`config.mk`:
```
export PLATFORM = sky130hd
export DESIGN_NAME = vga_sync_gen
export DESIGN_NICKNAME = d
export VERILOG_FILES = /design/src/rtl/vga_timing_pkg.sv /design/src/rtl/pixel_tick_gen.sv /design/src/rtl/vga_sync_gen.sv
export SDC_FILE = /design/constraint.sdc
export NUM_CORES = 1
export LEC_CHECK = 0
export BUFFER_PORTS_ARGS = -buffer_cell sky130_fd_sc_hd__buf_2
export CAP_MARGIN = 15
export CORE_MARGIN = 2
export CORE_UTILIZATION = 43
export DETAILED_ROUTE_END_ITERATION = 16
export PLACE_DENSITY = 0.7
export SLEW_MARGIN = 30
export SYNTH_ARGS = -nofsm -noshare
export SYNTH_HDL_FRONTEND = slang
export SYNTH_SLANG_ARGS = --single-unit
export TNS_END_PERCENT = 30
```
`constraint.sdc`:
```
create_clock -name sys_clk -period 3.1 [get_ports sys_clk]
set_clock_uncertainty 0.05 [all_clocks]
set_input_delay 0.465 -clock sys_clk [delete_from_list [all_inputs] [get_ports sys_clk]]
set_output_delay 0.465 -clock sys_clk [all_outputs]
set_load 0.05 [all_outputs]
```
`src/rtl/vga_timing_pkg.sv`:
```
// Shared VGA timing definitions: default 640x480@60 timing constants,
// helpers that derive totals and counter widths from them, and the
// per-pixel sync/blank flag bundle used by the sync generator.
package vga_timing_pkg;

    // Default 640x480@60 timing, 100 MHz system clock divided to 25 MHz.
    localparam int unsigned DEF_SCREEN_WIDTH = 10;
    localparam int unsigned DEF_CLK_DIV      = 4;

    localparam int unsigned DEF_H_DISPLAY    = 640;
    localparam int unsigned DEF_H_FRONT      = 16;
    localparam int unsigned DEF_H_SYNC       = 96;
    localparam int unsigned DEF_H_BACK       = 48;

    localparam int unsigned DEF_V_DISPLAY    = 480;
    localparam int unsigned DEF_V_FRONT      = 10;
    localparam int unsigned DEF_V_SYNC       = 2;
    localparam int unsigned DEF_V_BACK       = 33;

    // Sync and blanking flags decoded for one pixel position.
    typedef struct packed {
        logic hsync;     // active low
        logic vsync;     // active low
        logic video_on;  // inside the visible area
    } sync_flags_t;

    // Total length of a line or frame (H_TOTAL / V_TOTAL).
    function automatic int unsigned line_total(
        input int unsigned display,
        input int unsigned front,
        input int unsigned sync,
        input int unsigned back
    );
        return display + front + sync + back;
    endfunction

    // Bits needed to hold 0..total-1; never less than one bit.
    function automatic int unsigned cnt_width(input int unsigned total);
        return (total > 1) ? $clog2(total) : 1;
    endfunction

    // True when val lies in [lo, lo+len-1].
    function automatic logic in_window(
        input int unsigned val,
        input int unsigned lo,
        input int unsigned len
    );
        return (val >= lo) && (val < lo + len);
    endfunction

endpackage

```
`src/rtl/pixel_tick_gen.sv`:
```
// Pixel clock-enable generator.
// Ports:
//   sys_clk - system clock
//   sys_rst - synchronous active-high reset
//   p_tick  - one-sys_clk strobe every CLK_DIV cycles
// div_cnt runs 0..CLK_DIV-1; p_tick is registered from the next count so it
// is high exactly in the cycle where div_cnt == CLK_DIV-1.
module pixel_tick_gen
    import vga_timing_pkg::*;
#(
    parameter int unsigned CLK_DIV = DEF_CLK_DIV
) (
    input  logic sys_clk,
    input  logic sys_rst,
    output logic p_tick
);

    localparam int unsigned DIV_W = cnt_width(CLK_DIV);

    logic [DIV_W-1:0] div_cnt;
    logic [DIV_W-1:0] div_next;

    // Wrapping divider count.
    always_comb begin
        div_next = div_cnt + DIV_W'(1);
        if (div_cnt == DIV_W'(CLK_DIV - 1)) begin
            div_next = '0;
        end
    end

    // Counter and strobe registers.
    always_ff @(posedge sys_clk) begin
        if (sys_rst) begin
            div_cnt <= '0;
            p_tick  <= 1'b0;
        end else begin
            div_cnt <= div_next;
            p_tick  <= (div_next == DIV_W'(CLK_DIV - 1));
        end
    end

endmodule

```
`src/rtl/vga_sync_gen.sv`:
```
// VGA sync generator: pixel/line counters with registered sync, blanking
// and coordinate outputs.
// Ports:
//   sys_clk     - system clock
//   sys_rst     - synchronous active-high reset
//   hsync       - horizontal sync, active low
//   vsync       - vertical sync, active low
//   video_on    - current pixel is in the active area
//   p_tick      - one-sys_clk pixel-enable strobe
//   x, y        - current pixel column / line
//   frame_start - one-cycle pulse with the first x=0,y=0 of a frame
// All registered outputs change only on the edge that closes a p_tick cycle,
// so they stay mutually aligned and hold between pixel strobes.
module vga_sync_gen
    import vga_timing_pkg::*;
#(
    parameter int unsigned SCREEN_WIDTH = DEF_SCREEN_WIDTH,
    parameter int unsigned CLK_DIV      = DEF_CLK_DIV,
    parameter int unsigned H_DISPLAY    = DEF_H_DISPLAY,
    parameter int unsigned H_FRONT      = DEF_H_FRONT,
    parameter int unsigned H_SYNC       = DEF_H_SYNC,
    parameter int unsigned H_BACK       = DEF_H_BACK,
    parameter int unsigned V_DISPLAY    = DEF_V_DISPLAY,
    parameter int unsigned V_FRONT      = DEF_V_FRONT,
    parameter int unsigned V_SYNC       = DEF_V_SYNC,
    parameter int unsigned V_BACK       = DEF_V_BACK
) (
    input  logic                    sys_clk,
    input  logic                    sys_rst,
    output logic                    hsync,
    output logic                    vsync,
    output logic                    video_on,
    output logic                    p_tick,
    output logic [SCREEN_WIDTH-1:0] x,
    output logic [SCREEN_WIDTH-1:0] y,
    output logic                    frame_start
);

    localparam int unsigned H_TOTAL  = line_total(H_DISPLAY, H_FRONT, H_SYNC, H_BACK);
    localparam int unsigned V_TOTAL  = line_total(V_DISPLAY, V_FRONT, V_SYNC, V_BACK);
    localparam int unsigned H_CNT_W  = cnt_width(H_TOTAL);
    localparam int unsigned V_CNT_W  = cnt_width(V_TOTAL);
    localparam int unsigned HS_START = H_DISPLAY + H_FRONT;
    localparam int unsigned VS_START = V_DISPLAY + V_FRONT;

    logic [H_CNT_W-1:0] h_cnt;
    logic [H_CNT_W-1:0] h_next;
    logic [V_CNT_W-1:0] v_cnt;
    logic [V_CNT_W-1:0] v_next;
    logic               h_wrap;
    logic               v_wrap;
    sync_flags_t        flags_next;

    // Pixel-rate strobe.
    pixel_tick_gen #(
        .CLK_DIV (CLK_DIV)
    ) u_pixel_tick_gen (
        .sys_clk (sys_clk),
        .sys_rst (sys_rst),
        .p_tick  (p_tick)
    );

    // Next counter position and the flags that belong to it; decoding the
    // next position lets the flags register on the same edge as the counters.
    always_comb begin
        h_wrap     = (h_cnt == H_CNT_W'(H_TOTAL - 1));
        v_wrap     = (v_cnt == V_CNT_W'(V_TOTAL - 1));
        h_next     = h_cnt + H_CNT_W'(1);
        v_next     = v_cnt;
        flags_next = '0;

        if (h_wrap) begin
            h_next = '0;
            v_next = v_wrap ? '0 : (v_cnt + V_CNT_W'(1));
        end

        flags_next.hsync    = ~in_window(32'(h_next), HS_START, H_SYNC);
        flags_next.vsync    = ~in_window(32'(v_next), VS_START, V_SYNC);
        flags_next.video_on = (32'(h_next) < H_DISPLAY) && (32'(v_next) < V_DISPLAY);
    end

    // Counters and registered outputs; both counters wrap on the same edge
    // at the end of a frame.
    always_ff @(posedge sys_clk) begin
        if (sys_rst) begin
            h_cnt       <= '0;
            v_cnt       <= '0;
            hsync       <= 1'b1;
            vsync       <= 1'b1;
            video_on    <= 1'b0;
            frame_start <= 1'b0;
        end else begin
            frame_start <= 1'b0;
            if (p_tick) begin
                h_cnt       <= h_next;
                v_cnt       <= v_next;
                hsync       <= flags_next.hsync;
                vsync       <= flags_next.vsync;
                video_on    <= flags_next.video_on;
                frame_start <= h_wrap && v_wrap;
            end
        end
    end

    // Coordinates are the counter flops themselves.
    assign x = SCREEN_WIDTH'(h_cnt);
    assign y = SCREEN_WIDTH'(v_cnt);

endmodule
```
# Yosys cells after proc, flatten, opt, wreduce, memory -nomap -nowiden
# Cells that the tools add are included.
# totals
register_bits	27
input_bits	2
elab_cells	33
# op_classes
order_cmp	6
bitwise_logic	3
reduce_logical	5
add_sub_neg	3
mux	4
n_eq_ne	4
# op_table
operator	count
2-to-1 mux 10 bit	3
adder 10 x 1 -> 10 bit (second input constant)	2
equality test 10 bit (second input constant)	2
< comparator 10 bit (second input constant)	2
< comparator 10 x 9 -> 1 bit (second input constant)	2
>= comparator 10 bit (second input constant)	1
>= comparator 10 x 9 -> 1 bit (second input constant)	1
equality test 2 bit (second input constant)	2
logical AND 1 bit	4
inverter 1 bit	3
adder 2 x 1 -> 2 bit (second input constant)	1
2-to-1 mux 2 bit	1
OR reduction 2 bit	1

# Logic depth before layout (Yosys ltp)
# Gate-level depths: netlist of the first run.
# logic_depth
ltp_word	6
depth_mapped	8

# Modules after synthesis
# A second synthesis of the first run with hierarchy kept.
# hier_totals
hier_cells	197
hier_area_um2	1596.5
# by_module_without_submodules
mod	area_each_um2	cells_per_inst	seq_area_each_um2	n_inst
vga_sync_gen	1487.7	188	480.5	1
pixel_tick_gen	108.9	9	60.1	1

# Least setup slack after synthesis of the first run
# No wires, ideal clock.
# synth_path
kind	reg2reg
startpoint	reg h_cnt[9], in the netlist x[9]
endpoint	reg video_on
setup_slack_ns	0.515
arrival_time_ns	2.450
stages_incl_launch_ff	7
period_less_slack_ns	2.585
path_buffers	1
required_ns	2.966
setup_time_ns	0.084
cell_sequence	dfxtp_1 > or4b_1 > buf_2 > or4_4 > and3_1 > o211a_1 > o31ai_2
# synth_between
elab_chain_len	4
elab_cells_between_ends	7
cone_classes	add/sub: 1; order compare: 2; eq/ne: 1; mux: 2; reduce/logical: 1
# synth_lines
item	line	text
start: declaration	vga_sync_gen.sv:46	logic [H_CNT_W-1:0] h_cnt;
start signal: assignment	vga_sync_gen.sv:95	h_cnt <= h_next;
adder 10 x 1 -> 10 bit / equality test 10 bit (equally long branches)	vga_sync_gen.sv:68, vga_sync_gen.sv:66	
2-to-1 mux 10 bit	vga_sync_gen.sv:72	if (h_wrap) begin
< comparator 10 bit / < comparator 10 x 9 -> 1 bit (equally long branches)	vga_sync_gen.sv:79	flags_next.video_on = (32'(h_next) < H_DISPLAY) && (32'(v_next) < V_DISPLAY);
logical AND 1 bit (*)	vga_sync_gen.sv:79	
end signal: assignment	vga_sync_gen.sv:99	video_on <= flags_next.video_on;
end: declaration	vga_sync_gen.sv:32	output logic video_on,
# Every way passes the cells marked *; elsewhere a longest branch is shown, timed or not.
# A chain may end at the register's enable or synchronous reset.

# Worst setup path in the final report of the first run
# layout_path
startpoint	reg h_cnt[5], in the netlist x[5]
endpoint	reg video_on
# Same word-level chain as after synthesis.

==> impl_summary.txt, run 1 <==
----------------------------------------------------
[Synth]
  Instance count of the mapped netlist ... roughly 210
  Count of warnings emitted by yosys ... 0
  Number of distinct library cell variants in the gate-level netlist after synthesis ... 44
  Average footprint of a synthesized cell ... about 8 um^2
  Synthesized net count ... between 200 and 250
  Yosys reg bits ... 27
  Sequential fraction of the synthesis area ... 32.7%
  Post-synth design cell area ... approximately 0.0017 mm^2

[Layout]
  Share of post-route cells with drive strength above 1 ... 15.6%
  Most frequent cells in the layout ... 27 x dfxtp_1, 26 x buf_2, 23 x nor2_1
  Commonest non-fill, non-tap cell in the layout ... dfxtp_1
  Synth-to-layout area growth ... 11.9%
  Count of antenna diodes in the layout ... 0
  Fill cell instance count of the final layout ... around 370
  Final net count ... between 200 and 250

[Clocking]
  H-tree Lvls ... 1
  Clock Sink Count ... 27
  Total CTS buffers ... 3
  Longest Clk Path Bufs ... 2
  Resize count post-CTS ... 0
  CTS Root Buffer Type ... clkbuf_8
  Total of hold buffers inserted after clock tree synthesis ... 0
  Clock latency of the later-clocked register in the worst-skew pair ... 0.28 ns
  Post-CTS Setup Bufs ... 0
  CTS tree ... built
  Clock input transition at the sequential cells of the worst setup and hold paths ... 0.10 ns

[STA]
  Normalized max-slew margin ... 64.7%
  Setup violators final ... 0
  Final sum of negative setup slack ... 0 ns
  Min setup slack post-route ... 0.670 ns
  Min Clock Period, post-route ... 2.43 ns
  Setup repair after global routing missed its margin ... false
  Hold violation total from the final report ... 0
  Slew at the pin closest to its max-slew limit ... 0.530 ns
  Period utilisation layout ... 78.4%
  Max Transition Viols Final ... 0
  Achievable frequency ... 412 MHz

[Setup path]
  Cell type of the slowest stage on the worst timing path ... or4b_1
  Max stage delay on crit path ... 0.70 ns
  Worst setup path category ... reg2reg
  Data arrival, critical path ... 2.58 ns
  Worst setup SP type ... register
  Capturing element type of the critical path ... register
  Maximum net fanout on the critical path ... 9
  Cells traversed along the worst timing path ... or4b_1 > or4_4 > and3_1 > o211a_1 > o31ai_2
  Endpoint required time on the critical path ... 3.25 ns

[Global routing]
  Grt ovf ... 0
  Maximum number of pins on one net before global-route repair ... 28
  Initial antenna violation count ... 0
  Wire length of the first global-routing pass ... 6710 um
  Via count of the first global-routing pass ... 1460
  GR Util All Layers ... 19.9%

[Placed design]
  HPWL reported at the end of detailed placement ... 2670 um
  Gpl congestion ... ~0.9
  # port buffers ... 26
  DP Worst Slack ... 0.707 ns

[Power and ir drop]
  Pint ... 455 uW
  Net switching power ... between 100 and 150 uW
  Clock network fraction of design power ... between 30% and 40%
  Fraction of power consumed by combinational cells ... under 10%
  Worst VDD drop ... 0.000192 V
  Sw Ratio ... 24.7%
  Sequential fraction of design power ... 59.1%
  Cell Pwr Density ... 327 mW/mm^2
  Cell leakage power ... 0.000757 uW

[Floorplan]
  Vertical die dimension ... 66 um
  Horiz. Die Dim ... 66 um
  Area of the core ... 0.00369 mm^2
  Total die area ... 0.00436 mm^2
  Standard-cell rows ... 22
  Number of top-level pins ... 27
  Starting density of the core ... 44.8%

[Run]
  Max-capacitance violation count ... 0

[Route]
  DRC marker count from the first detailed-route iteration ... roughly 100
  Number of nets still failing antenna checks after routing ... 0
  Detailed-route DRC error count ... 0
  Vias/cell ... 5.71
  Number of vias after detailed routing ... 1592
  Wire length after detailed routing ... 3910 um
  Router iterations before antenna repair ... 4
  Average wire per standard cell ... 14.0 um

[Worst hold path]
  Class of the tightest hold or removal check ... reg2reg

[Status]
  Outcome ... complete, no violations

----------------------------------------------------
-- path summary, 6_finish.rpt --
check	slack (ns)	from	cells past startpoint	endpoint
worst max-delay path	0.67	x[5]$_SDFFE_PP0P_	5	video_on$_SDFFE_PP0P_
worst min-delay path	0.41	u_pixel_tick_gen.div_cnt[0]$_SDFF_PP0_	1	u_pixel_tick_gen.div_cnt[0]$_SDFF_PP0_
worst max register to register	0.67	x[5]$_SDFFE_PP0P_	5	video_on$_SDFFE_PP0P_
worst min register to register	0.41	u_pixel_tick_gen.div_cnt[0]$_SDFF_PP0_	1	u_pixel_tick_gen.div_cnt[0]$_SDFF_PP0_
-- flip-flops by register name, indices dropped and copies added, names as in the netlist --
| register | cells |
|---|---|
| frame_start | 1 |
| hsync | 1 |
| u_pixel_tick_gen.div_cnt | 2 |
| u_pixel_tick_gen.p_tick | 1 |
| video_on | 1 |
| vsync | 1 |
| x | 10 |
| y | 10 |
-- routing by layer --
metal	GRT usage, %	up-vias	wire [um]
li1	-	813	-
met1	26.8	729	1960
met4	9.95	0	75
met5	0	-	0
met3	2.56	6	158
met2	31.3	44	1710
-- kinds of logic after synthesis --
group | Yosys count | synth area share, %
flops | 27 | 32.7
compound gates | 40 | 15.1
mux | 3 | 1.82
fa+ha+maj | 6 | 4.54
simple gates | 110 | 36.9
buf+inv | 18 | 4.62
xor+xnor | 8 | 4.24
-- critical path: cells and delay by family (launching register included) --
family | cells | cell delay (ns)
AOI/OAI and AO/OA | 2 | 0.47
DFF | 1 | 0.39
and+or+nand+nor | 3 | 1.45
-- area by class of cell --
class	instances	area (um^2)	share of cell area [%]
clock buffers	4	45.0	2.44
multi-input cells	167	1040	56.0
inverters	4	15.0	0.812
flip-flops and latches	27	541	29.2
repair buffers	29	153	8.25
well taps	48	60.1	3.25
-- through the flow --
stage               area, um^2  hold slack [ns]  utilization [%]  total power (uW)  std cells
finish                    1850            0.413             50.1               604        279
detailed placement        1800            0.395             48.9               404        275
floorplan                 1650            0.378                -               394        212
CTS                       1850            0.415             50.1               610        279
global placement          1800            0.388             48.9               403        275
global route              1850            0.422             50.1               624        279
-- power groups by stage --
stage / Clock (uW) / Sequential (uW) / Combinational (uW)
global route: 224 / 358 / 41.9
global placement: 0 / 365 / 38.0
finish: 209 / 357 / 38.2
CTS: 214 / 357 / 38.4
floorplan: 0 / 375 / 19.6
detailed placement: 0 / 365 / 38.3
-- cell usage after synthesis, drive strengths merged --
cell type   n  area, um^2
dfxtp      27         541
nor2       23        86.3
nand2      20        75.1
a21oi      16        80.1
clkbuf     12        45.0
nand3      10        50.1
and3        9        56.3
nor3        9        56.3
o21ai       8        40.0
nand4       7        43.8
ha          6        75.1
or3         5        31.3
xor2        5        43.8
and2        4        25.0
inv         4        15.0
nor3b       4        30.0
a31oi       3        18.8
and4        3        26.3
mux2i       3        30.0
nand2b      3        18.8
xnor2       3        26.3
a22oi       2        15.0
a311oi      2        17.5
buf         2        16.3
nand3b      2        15.0
nand4b      2        17.5
nor2b       2        12.5
nor4        2        18.8
o31a        2        17.5
o31ai       2        20.0
or4         2        18.8
a21boi      1        7.51
a22o        1        8.76
and4b       1        10.0
nor4b       1        8.76
o2111ai     1        8.76
o211a       1        10.0
o22ai       1        6.26
or4b        1        10.0
(Power assumes the default switching activity.)
==> run 2, diff against run 1 <==
Clock period 3.1 ns to 2.5 ns, I/O delays scaled along.
==> impl_summary.txt, run 2 (synthesized netlist as in run 1, its figures left out) <==
----------------------------------------------------
[Setup path]
  Worst r2r src ... x[5]$_SDFFE_PP0P_
  Endpoint required time on the critical path ... 2.64 ns
  Worst setup path category ... reg2reg
  Worst setup SP type ... register
  Endpoint of the most critical register-to-register path ... video_on$_SDFFE_PP0P_
  Data arrival, critical path ... around 2.5 ns
  Depth of the most critical reg-to-reg path ... 5
  Capturing element type of the critical path ... register
  Internal reg-to-reg setup slack ... 0.11 ns
  Maximum net fanout on the critical path ... 9

[Worst hold path]
  Hold_sp ... u_pixel_tick_gen.div_cnt[0]$_SDFF_PP0_
  Class of the tightest hold or removal check ... reg2reg
  Hold EP ... u_pixel_tick_gen.div_cnt[0]$_SDFF_PP0_
  Depth of the worst hold-timing path ... 1

[STA]
  Normalized max-slew margin ... 67.1%
  Setup violators final ... 0
  Achievable frequency ... roughly 420 MHz
  Setup repair after global routing missed its margin ... false
  Period utilisation layout ... between 90% and 100%
  Min Clock Period, post-route ... 2.39 ns
  Final sum of negative setup slack ... 0 ns
  Max Transition Viols Final ... 0
  Slew at the pin closest to its max-slew limit ... slightly below 0.5 ns
  Hold violation total from the final report ... 0

[Floorplan]
  Starting density of the core ... ~45%
  Horiz. Die Dim ... 66 um
  Vertical die dimension ... about 66 um
  Area of the core ... 0.00369 mm^2
  Total die area ... 0.00436 mm^2
  Number of top-level pins ... 27
  Standard-cell rows ... 22

[Clocking]
  Clock input transition at the sequential cells of the worst setup and hold paths ... 0.10 ns
  Total of hold buffers inserted after clock tree synthesis ... 0
  Post-CTS Setup Bufs ... 0
  CTS tree ... built
  CTS Root Buffer Type ... clkbuf_8
  Resize count post-CTS ... 0
  Clock latency of the later-clocked register in the worst-skew pair ... between 0.2 and 0.3 ns
  H-tree Lvls ... 1
  Clock Sink Count ... 27
  Total CTS buffers ... 3
  Longest Clk Path Bufs ... 2

[Route]
  DRC marker count from the first detailed-route iteration ... 85
  Number of vias after detailed routing ... 1571
  Detailed-route DRC error count ... 0
  Number of nets still failing antenna checks after routing ... 0
  Router iterations before antenna repair ... 4
  Wire length after detailed routing ... 3910 um
  Vias/cell ... 5.53
  Average wire per standard cell ... 13.8 um

[Layout]
  Synth-to-layout area growth ... 14.5%
  Final net count ... 245
  Most frequent cells in the layout ... 26 x buf_2, 23 x nor2_1, 22 x dfxtp_1
  Commonest non-fill, non-tap cell in the layout ... buf_2
  Non-filler instance count after layout ... 284
  Share of post-route cells with drive strength above 1 ... 19.5%
  Count of antenna diodes in the layout ... 0

[Placed design]
  Gpl congestion ... roughly 0.86
  Placed cells ... 280
  # port buffers ... 26
  HPWL reported at the end of detailed placement ... between 2000 and 3000 um

[Global routing]
  Grt ovf ... 0
  Wire length of the first global-routing pass ... 6930 um
  GR Util All Layers ... 20.0%
  Maximum number of pins on one net before global-route repair ... 28
  Initial antenna violation count ... 0
  Via count of the first global-routing pass ... 1498

[Run]
  Max-capacitance violation count ... 0

[Power and ir drop]
  Cell Pwr Density ... 393 mW/mm^2
  Power, Total ... 744 uW
  Cell leakage power ... 0.000785 uW
  Worst VDD drop ... around 0.00023 V

[Status]
  Outcome ... complete, no violations

----------------------------------------------------
==> run 2: cell count changes in the layout (fill, tap and decap cells not counted), sizes merged <==
| cell | delta |
|---|---|
| buf | +5 |
==> run 2: through the flow <==
step	area, um^2	util, %	setup slack (ns)	hold WS (ns)
after floorplan	1660	-	0.0104	0.378
after global placement	1850	50.1	0.162	0.389
after detailed placement	1850	50.1	0.127	0.402
after CTS	1890	51.3	0.105	0.415
after global routing	1890	51.3	0.0180	0.435
final	1890	51.3	0.110	0.407
==> run 2: worst max-delay path by stage <==
stage	start	end	slack [ns]	cells after the start
floorplan	x[6]$_SDFFE_PP0P_	video_on$_SDFFE_PP0P_	0.01	6
global placement	x[5]$_SDFFE_PP0P_	video_on$_SDFFE_PP0P_	0.16	5
detailed placement	x[5]$_SDFFE_PP0P_	video_on$_SDFFE_PP0P_	0.13	5
CTS	x[5]$_SDFFE_PP0P_	video_on$_SDFFE_PP0P_	0.10	5
global route	x[5]$_SDFFE_PP0P_	video_on$_SDFFE_PP0P_	0.02	5
finish	x[5]$_SDFFE_PP0P_	video_on$_SDFFE_PP0P_	0.11	5
==> run 2: per-layer routing <==
layer,vias to the layer above,GRT usage [%],wire (um)
met4,0,6.38,54
li1,809,-,-
met5,-,0,0
met2,43,30.1,1690
met1,713,29.6,2010
met3,6,2.39,164
==> run 2: final cells by class <==
| cell class | count | area [um^2] |
|---|---|---|
| Clock buffer | 4 | 45.0 |
| Inverter | 4 | 15.0 |
| Fill cell | 369 | 1800 |
| Sequential cell | 27 | 547 |
| Multi-Input combinational cell | 167 | 1040 |
| Timing Repair Buffer | 34 | 190 |
| Tap cell | 48 | 60.1 |
==> run 2: critical path: stages, from the launching register on <==
cell and delay, ns:
dfxtp_2 0.37, or4b_1 0.68, or4_4 0.57, and3_1 0.18
o211a_1 0.24, o31ai_2 0.23
==> run 2: power breakdown <==
part           internal [uW]  total, uW  switching (uW)
Combinational           12.7       46.9            34.2
Clock                    114        254             139
Sequential               438        443            5.69
Total                    565        744             179
